**src/rtl/mem_stage.sv**
```systemverilog
// LC-3b memory stage: EX/MEM pipeline register plus a three-state data-memory FSM.
// Handles word/byte loads and stores, and the two-access indirect LDI/STI.
package lc3b_types;
  typedef enum logic [3:0] {
    op_br   = 4'b0000, op_add = 4'b0001, op_ldb = 4'b0010, op_stb  = 4'b0011,
    op_jsr  = 4'b0100, op_and = 4'b0101, op_ldr = 4'b0110, op_str  = 4'b0111,
    op_rti  = 4'b1000, op_not = 4'b1001, op_ldi = 4'b1010, op_sti  = 4'b1011,
    op_jmp  = 4'b1100, op_shf = 4'b1101, op_lea = 4'b1110, op_trap = 4'b1111
  } lc3b_opcode;

  typedef logic [2:0] lc3b_reg;

  typedef struct packed {
    lc3b_opcode opcode;
    logic       mem_read;
    logic       mem_write;
    logic       load_cc;
    logic       load_regfile;
    logic       branch_stall;
  } lc3b_control_word;
endpackage

module mem_stage
  import lc3b_types::*;
#(
  parameter int ADDR_W = 16
) (
  input  logic             clk,
  input  logic             reset,
  input  logic             load_mem,
  input  logic             ex_valid,
  input  lc3b_control_word ex_cw,
  input  logic [ADDR_W-1:0] ex_address,
  input  logic [ADDR_W-1:0] ex_result,
  input  logic [ADDR_W-1:0] ex_npc,
  input  logic [ADDR_W-1:0] ex_ir,
  input  lc3b_reg          ex_dr,
  output logic [ADDR_W-1:0] dmem_address,
  output logic             dmem_read,
  output logic             dmem_write,
  output logic [ADDR_W-1:0] dmem_wdata,
  output logic [1:0]       dmem_wmask,
  input  logic [ADDR_W-1:0] dmem_rdata,
  input  logic             dmem_resp,
  output logic             wb_valid,
  output lc3b_control_word wb_cw,
  output logic [ADDR_W-1:0] wb_data,
  output logic [ADDR_W-1:0] wb_npc,
  output logic [ADDR_W-1:0] wb_ir,
  output lc3b_reg          wb_dr,
  output logic             wb_load_cc,
  output logic             wb_load_regfile,
  output logic             mem_stall,
  output logic             mem_br_stall
);

  typedef enum logic [1:0] {IDLE, ACC1, ACC2} state_t;

  state_t           state, next_state;
  logic             valid_q;
  lc3b_control_word cw_q;
  logic [ADDR_W-1:0] address_q, result_q, npc_q, ir_q, ptr_q, data_q;
  lc3b_reg          dr_q;

  logic is_ldr, is_ldb, is_ldi, is_str, is_stb, is_sti;
  logic indirect, is_load, capture, load_done;
  logic [7:0]        load_byte;
  logic [ADDR_W-1:0] load_data;

  assign is_ldr   = (cw_q.opcode == op_ldr);
  assign is_ldb   = (cw_q.opcode == op_ldb);
  assign is_ldi   = (cw_q.opcode == op_ldi);
  assign is_str   = (cw_q.opcode == op_str);
  assign is_stb   = (cw_q.opcode == op_stb);
  assign is_sti   = (cw_q.opcode == op_sti);
  assign indirect = is_ldi | is_sti;
  assign is_load  = is_ldr | is_ldb | is_ldi;

  // Byte lane follows the unaligned effective address; the bus itself is word-aligned.
  assign load_byte = address_q[0] ? dmem_rdata[15:8] : dmem_rdata[7:0];
  assign load_data = is_ldb ? {{(ADDR_W-8){load_byte[7]}}, load_byte} : dmem_rdata;
  assign load_done = dmem_resp &&
                     (((state == ACC1) && (is_ldr || is_ldb)) || ((state == ACC2) && is_ldi));

  always_comb begin
    next_state   = state;
    mem_stall    = 1'b0;
    dmem_read    = 1'b0;
    dmem_write   = 1'b0;
    dmem_address = '0;
    dmem_wdata   = '0;
    dmem_wmask   = 2'b00;
    capture      = 1'b0;
    case (state)
      ACC1: begin
        dmem_address = {address_q[ADDR_W-1:1], 1'b0};
        dmem_read    = is_ldr | is_ldb | is_ldi | is_sti;
        dmem_write   = is_str | is_stb;
        if (is_stb) begin
          dmem_wdata = {(ADDR_W/8){result_q[7:0]}};
          dmem_wmask = address_q[0] ? 2'b10 : 2'b01;
        end else if (is_str) begin
          dmem_wdata = result_q;
          dmem_wmask = 2'b11;
        end
        mem_stall = !(dmem_resp && !indirect);
        if (dmem_resp) next_state = indirect ? ACC2 : IDLE;
      end
      ACC2: begin
        dmem_address = {ptr_q[ADDR_W-1:1], 1'b0};
        dmem_read    = is_ldi;
        dmem_write   = is_sti;
        if (is_sti) begin
          dmem_wdata = result_q;
          dmem_wmask = 2'b11;
        end
        mem_stall = !dmem_resp;
        if (dmem_resp) next_state = IDLE;
      end
      default: ;
    endcase
    // A capture on the completing cycle starts the next instruction directly.
    capture = load_mem && !mem_stall;
    if (capture)
      next_state = (ex_valid && (ex_cw.mem_read || ex_cw.mem_write)) ? ACC1 : IDLE;
  end

  always_ff @(posedge clk or posedge reset) begin
    if (reset) begin
      state     <= IDLE;
      valid_q   <= 1'b0;
      cw_q      <= '0;
      address_q <= '0;
      result_q  <= '0;
      npc_q     <= '0;
      ir_q      <= '0;
      dr_q      <= '0;
      ptr_q     <= '0;
      data_q    <= '0;
    end else begin
      state <= next_state;
      if (capture) begin
        valid_q   <= ex_valid;
        cw_q      <= ex_cw;
        address_q <= ex_address;
        result_q  <= ex_result;
        npc_q     <= ex_npc;
        ir_q      <= ex_ir;
        dr_q      <= ex_dr;
      end
      if ((state == ACC1) && dmem_resp && indirect) ptr_q <= dmem_rdata;
      if (load_done) data_q <= load_data;
    end
  end

  // Forward the load result on the completion cycle so writeback sees it immediately.
  assign wb_data         = is_load ? (load_done ? load_data : data_q) : result_q;
  assign wb_valid        = valid_q && !mem_stall;
  assign wb_cw           = cw_q;
  assign wb_npc          = npc_q;
  assign wb_ir           = ir_q;
  assign wb_dr           = dr_q;
  assign wb_load_cc      = valid_q & cw_q.load_cc;
  assign wb_load_regfile = valid_q & cw_q.load_regfile;
  assign mem_br_stall    = valid_q & cw_q.branch_stall;

endmodule

```
**config.mk**
```make
export PLATFORM = sky130hd
export DESIGN_NAME = mem_stage
export DESIGN_NICKNAME = d
export VERILOG_FILES = /design/src/rtl/mem_stage.sv
export SDC_FILE = /design/constraint.sdc
export NUM_CORES = 1
export LEC_CHECK = 0
export CAP_MARGIN = 10
export CORE_MARGIN = 8
export CORE_UTILIZATION = 30
export CTS_CLUSTER_DIAMETER = 80
export DETAILED_ROUTE_END_ITERATION = 8
export GPL_TIMING_DRIVEN = 0
export PLACE_DENSITY = 0.56
export SETUP_SLACK_MARGIN = 0.15
export SYNTH_ARGS = -nofsm -noshare
export SYNTH_HDL_FRONTEND = slang
export SYNTH_SLANG_ARGS = --single-unit
```
**constraint.sdc**
```tcl
create_clock -name clk -period 4.3 [get_ports clk]
set_input_delay 1.29 -clock clk [delete_from_list [all_inputs] [get_ports clk]]
set_output_delay 1.29 -clock clk [all_outputs]
set_load 0.1 [all_outputs]
```
==> results list <==
- Top-level I/O count: 198
* Number of I/O port buffers: 196
- Entering global routing, the biggest net connects 32 pins.
- For the worst-skew pair, the clock arrives at the later sink with an insertion delay of 0.36 ns.
- TritonCTS built the clock tree.
- The number of antenna diodes in the final layout is 0.
- Post-synth EDFFs: 0
* Static leakage: 3.375 nW
- Fmax: 243.2 MHz
- In the synthesized netlist the dominant register cell turns out to be sky130_fd_sc_hd__dfrtp_1.
- Net count of the finished layout: 686
* Number of instances in the synthesized netlist: 370
* Worst Path Max Fanout: 3
- In this run, synthesis produced a sequential element count of 110.
* WL final: 16,040 um
* Critical Path Source Type: primary input
- Crit Path Category: primary input to primary output
- The Yosys step of the flow raised 0 warnings.
* HPWL after DPL: 12,670 um
* Post-synthesis async set-or-reset flop share: 100.0%
- The number of antenna violations at the first check in global routing was 0.
- Summing the sequential cell areas from Yosys gives 52.99% of the chip area.
- Clock-pin slew of the registers on the worst-case setup and hold paths: 0.07 ns
* Setup repair after global routing missed its margin: true
* Setup-failing EPs final: 0
* Leading cell type in the layout, fill and taps excluded: sky130_fd_sc_hd__clkdlybuf4s50_1
- Area of the die: 0.02178 mm^2
- The run finished with clean final reports.
- Drt wl/cell: 19.64 um
* Max Slew Vio Count: 0
- First-iteration detailed-routing DRC count: 122
* Hold Path Class: register to register
* Final hold violation count: 0
- RePlAce Congestion: 0.7327
- For this design, the CTS-stage hold fixing added 0 buffers.
- Antenna viol nets, final: 0
- From bottom edge to top edge, the die measures 147.6 um.
- Transition time at the pin with the least slew margin: 1.020 ns
* Max capacitance violation total: 0
* Overall Global Routing Usage: 14.98%
- Initial core utilization: 30.35%
- Vias in the first global route: 4,307
* Die boundary width: 147.6 um
- Smallest hold slack: 0.4974 ns
* Worst-case setup margin in the final layout: 0.1874 ns
- Clock Skews: 0.01296 ns
- DP Area: 0.007527 mm^2
- Arrival time at the worst endpoint: 2.82 ns
- The worst setup path is captured at a primary output.
* Worst ir drop on vdd: 0.2564 mV
- Before CTS, the worst setup slack after placement is -1.194 ns.
* Core region area: 0.01712 mm^2
- Headroom to the max-slew limit came out at 31.82%.
* Count of distinct cell types in the synthesized netlist: 38
- Residual overflow from global routing: 0
- Required time worst endpoint: 3.01 ns
- CTS saw 110 sinks.
- The tree is rooted in a sky130_fd_sc_hd__clkbuf_16.
- Dividing total power by cell area gives a power density of 518.7 mW/mm^2.
- Synth Area per Inst: 14.04 um^2
* H-tree depth: 3
- In the routed layout, each cell is associated on average with a via count of 4.611.
- The area growth from synthesis to layout is 52.26%.
- After routing the design area is 0.007910 mm^2.
- Number of standard-cell rows in the floorplan: 48
- Residual DRC: 0
* Share of cells above drive strength 1: 43.24%
- The first TritonRoute pass finished after 4 iterations.
- The number of nets in the synthesized netlist is 469.
- First-pass GRT wire length: 25,540 um
- Minimum period implied by the final worst setup slack: 4.113 ns
- The routed layout has 3,767 vias.
- Number of buffers between clock root and the deepest sink: 2
- Fraction of the cycle the final worst path needs: 95.64%
- Clock buffers created by TritonCTS: 9
- Commonest cells after routing, fill and taps aside: 136 x sky130_fd_sc_hd__clkdlybuf4s50_1, 130 x sky130_fd_sc_hd__mux2_2, 110 x sky130_fd_sc_hd__dfrtp_1
* Cell area after synthesis: 0.005195 mm^2
## per-layer routing
metal / vias to the layer above / global-route usage (%) / part of all wire [%]
li1: 1761 / - / -
met1: 1869 / 17.81 / 42
met2: 127 / 24.95 / 49
met3: 10 / 5.992 / 8.0
met4: 0 / 3.366 / 0.78
met5: - / 0 / 0
## registers in the layout (all words and copies together) (netlist names)
register / count
state: 2
address_q: 16
wb_cw: 9
wb_dr: 3
result_q: 16
ptr_q: 15
data_q: 16
valid_q: 1
wb_npc: 16
wb_ir: 16
## kinds of logic (layout without fill, tap and decap cells)
kind of cell | Yosys count | count (layout) | share of synthesized area [%]
compound gates | 36 | 36 | 5.347
fa+ha+maj | 2 | 2 | 0.4816
buf+inv | 26 | 247 | 3.348
flops | 110 | 110 | 52.99
mux | 142 | 143 | 31.48
other cells | 1 | 1 | 0.07219
simple gates | 53 | 53 | 6.286
## metrics by stage
| step | total power [W] | instances | TNS, ns | utilization, % |
|---|---|---|---|---|
| floorplan | 0.002737 | 370 | 0 | - |
| global placement | 0.003198 | 791 | -21.35 | 43.63 |
| detailed placement | 0.003230 | 794 | -21.86 | 43.98 |
| CTS | 0.004130 | 814 | 0 | 45.84 |
| global route | 0.004281 | 817 | 0 | 46.21 |
| finish | 0.004103 | 817 | 0 | 46.21 |
## layout make-up
type	count	area (um^2)
Clock buffer	12	256.5
Sequential cell	110	2753
Tap cell	225	281.5
Inverter	3	15.01
Fill cell	1603	9206
Clock inverter	4	55.05
Buffer	23	167.7
Multi-Input combinational cell	235	2330
Timing Repair Buffer	205	2052
## cell usage after synthesis, types with 2 or more instances
cell type	number	share of area (%)
sky130_fd_sc_hd__buf_1	2	0.14
sky130_fd_sc_hd__ha_1	2	0.48
sky130_fd_sc_hd__mux2_2	130	28
sky130_fd_sc_hd__a32oi_1	2	0.34
sky130_fd_sc_hd__nand2b_1	3	0.36
sky130_fd_sc_hd__a22o_1	6	1.0
sky130_fd_sc_hd__nand3b_1	3	0.43
sky130_fd_sc_hd__and2_1	11	1.3
sky130_fd_sc_hd__mux2_4	10	2.9
sky130_fd_sc_hd__inv_1	3	0.22
sky130_fd_sc_hd__nor2b_1	5	0.60
sky130_fd_sc_hd__a22oi_1	15	2.2
sky130_fd_sc_hd__nand3_1	2	0.19
sky130_fd_sc_hd__nand2_1	3	0.22
sky130_fd_sc_hd__clkbuf_1	5	0.36
sky130_fd_sc_hd__a21oi_1	3	0.29
sky130_fd_sc_hd__dfrtp_1	110	53
sky130_fd_sc_hd__nor2_1	19	1.4
sky130_fd_sc_hd__buf_4	10	1.4
sky130_fd_sc_hd__buf_2	3	0.29
sky130_fd_sc_hd__o21a_1	3	0.43
sky130_fd_sc_hd__o21ai_0	4	0.39
## power by group
part	total, W	switching (W)	internal (W)
Clock	0.000873	0.000387	0.000487
Sequential	0.00140	0.000129	0.00127
Combinational	0.00183	0.00123	0.000601
Total	0.00410	0.00175	0.00236
## path summary, 6_finish.rpt
kind                            slack, ns  depth (start not counted)                   endpoint                 start
worst max-delay path                 0.19                          5                 wb_data[3]        dmem_rdata[11]
worst min-delay path                 0.50                          1        data_q[4]$_DFF_PP0_   data_q[4]$_DFF_PP0_
worst max register to register       1.96                          9       wb_ir[9]$_DFFE_PP0P_  state[0]$_DFFE_PP0P_
max in group asynchronous            2.38                          3  address_q[12]$_DFFE_PP0P_                 reset
min in group asynchronous            1.35                          2       wb_ir[2]$_DFFE_PP0P_                 reset
worst min register to register       0.50                          1        data_q[4]$_DFF_PP0_   data_q[4]$_DFF_PP0_
## repair_timing
item / CTS / global route
endpoints found under the setup margin: 53 / 49
pin swaps: 0 / 1
cloned: 2 / 0
setup buffers: 2 / 3
gates resized for setup: 273 / 19
hold endpoints to repair: 0 / 0
## worst max-delay path: stages
cell and delay, ns:
sky130_fd_sc_hd__clkdlybuf4s50_1 0.47, sky130_fd_sc_hd__mux2_2 0.31, sky130_fd_sc_hd__mux2_2 0.28, sky130_fd_sc_hd__mux2_2 0.28
sky130_fd_sc_hd__buf_6 0.19
Power figures use the tool's default switching activity.
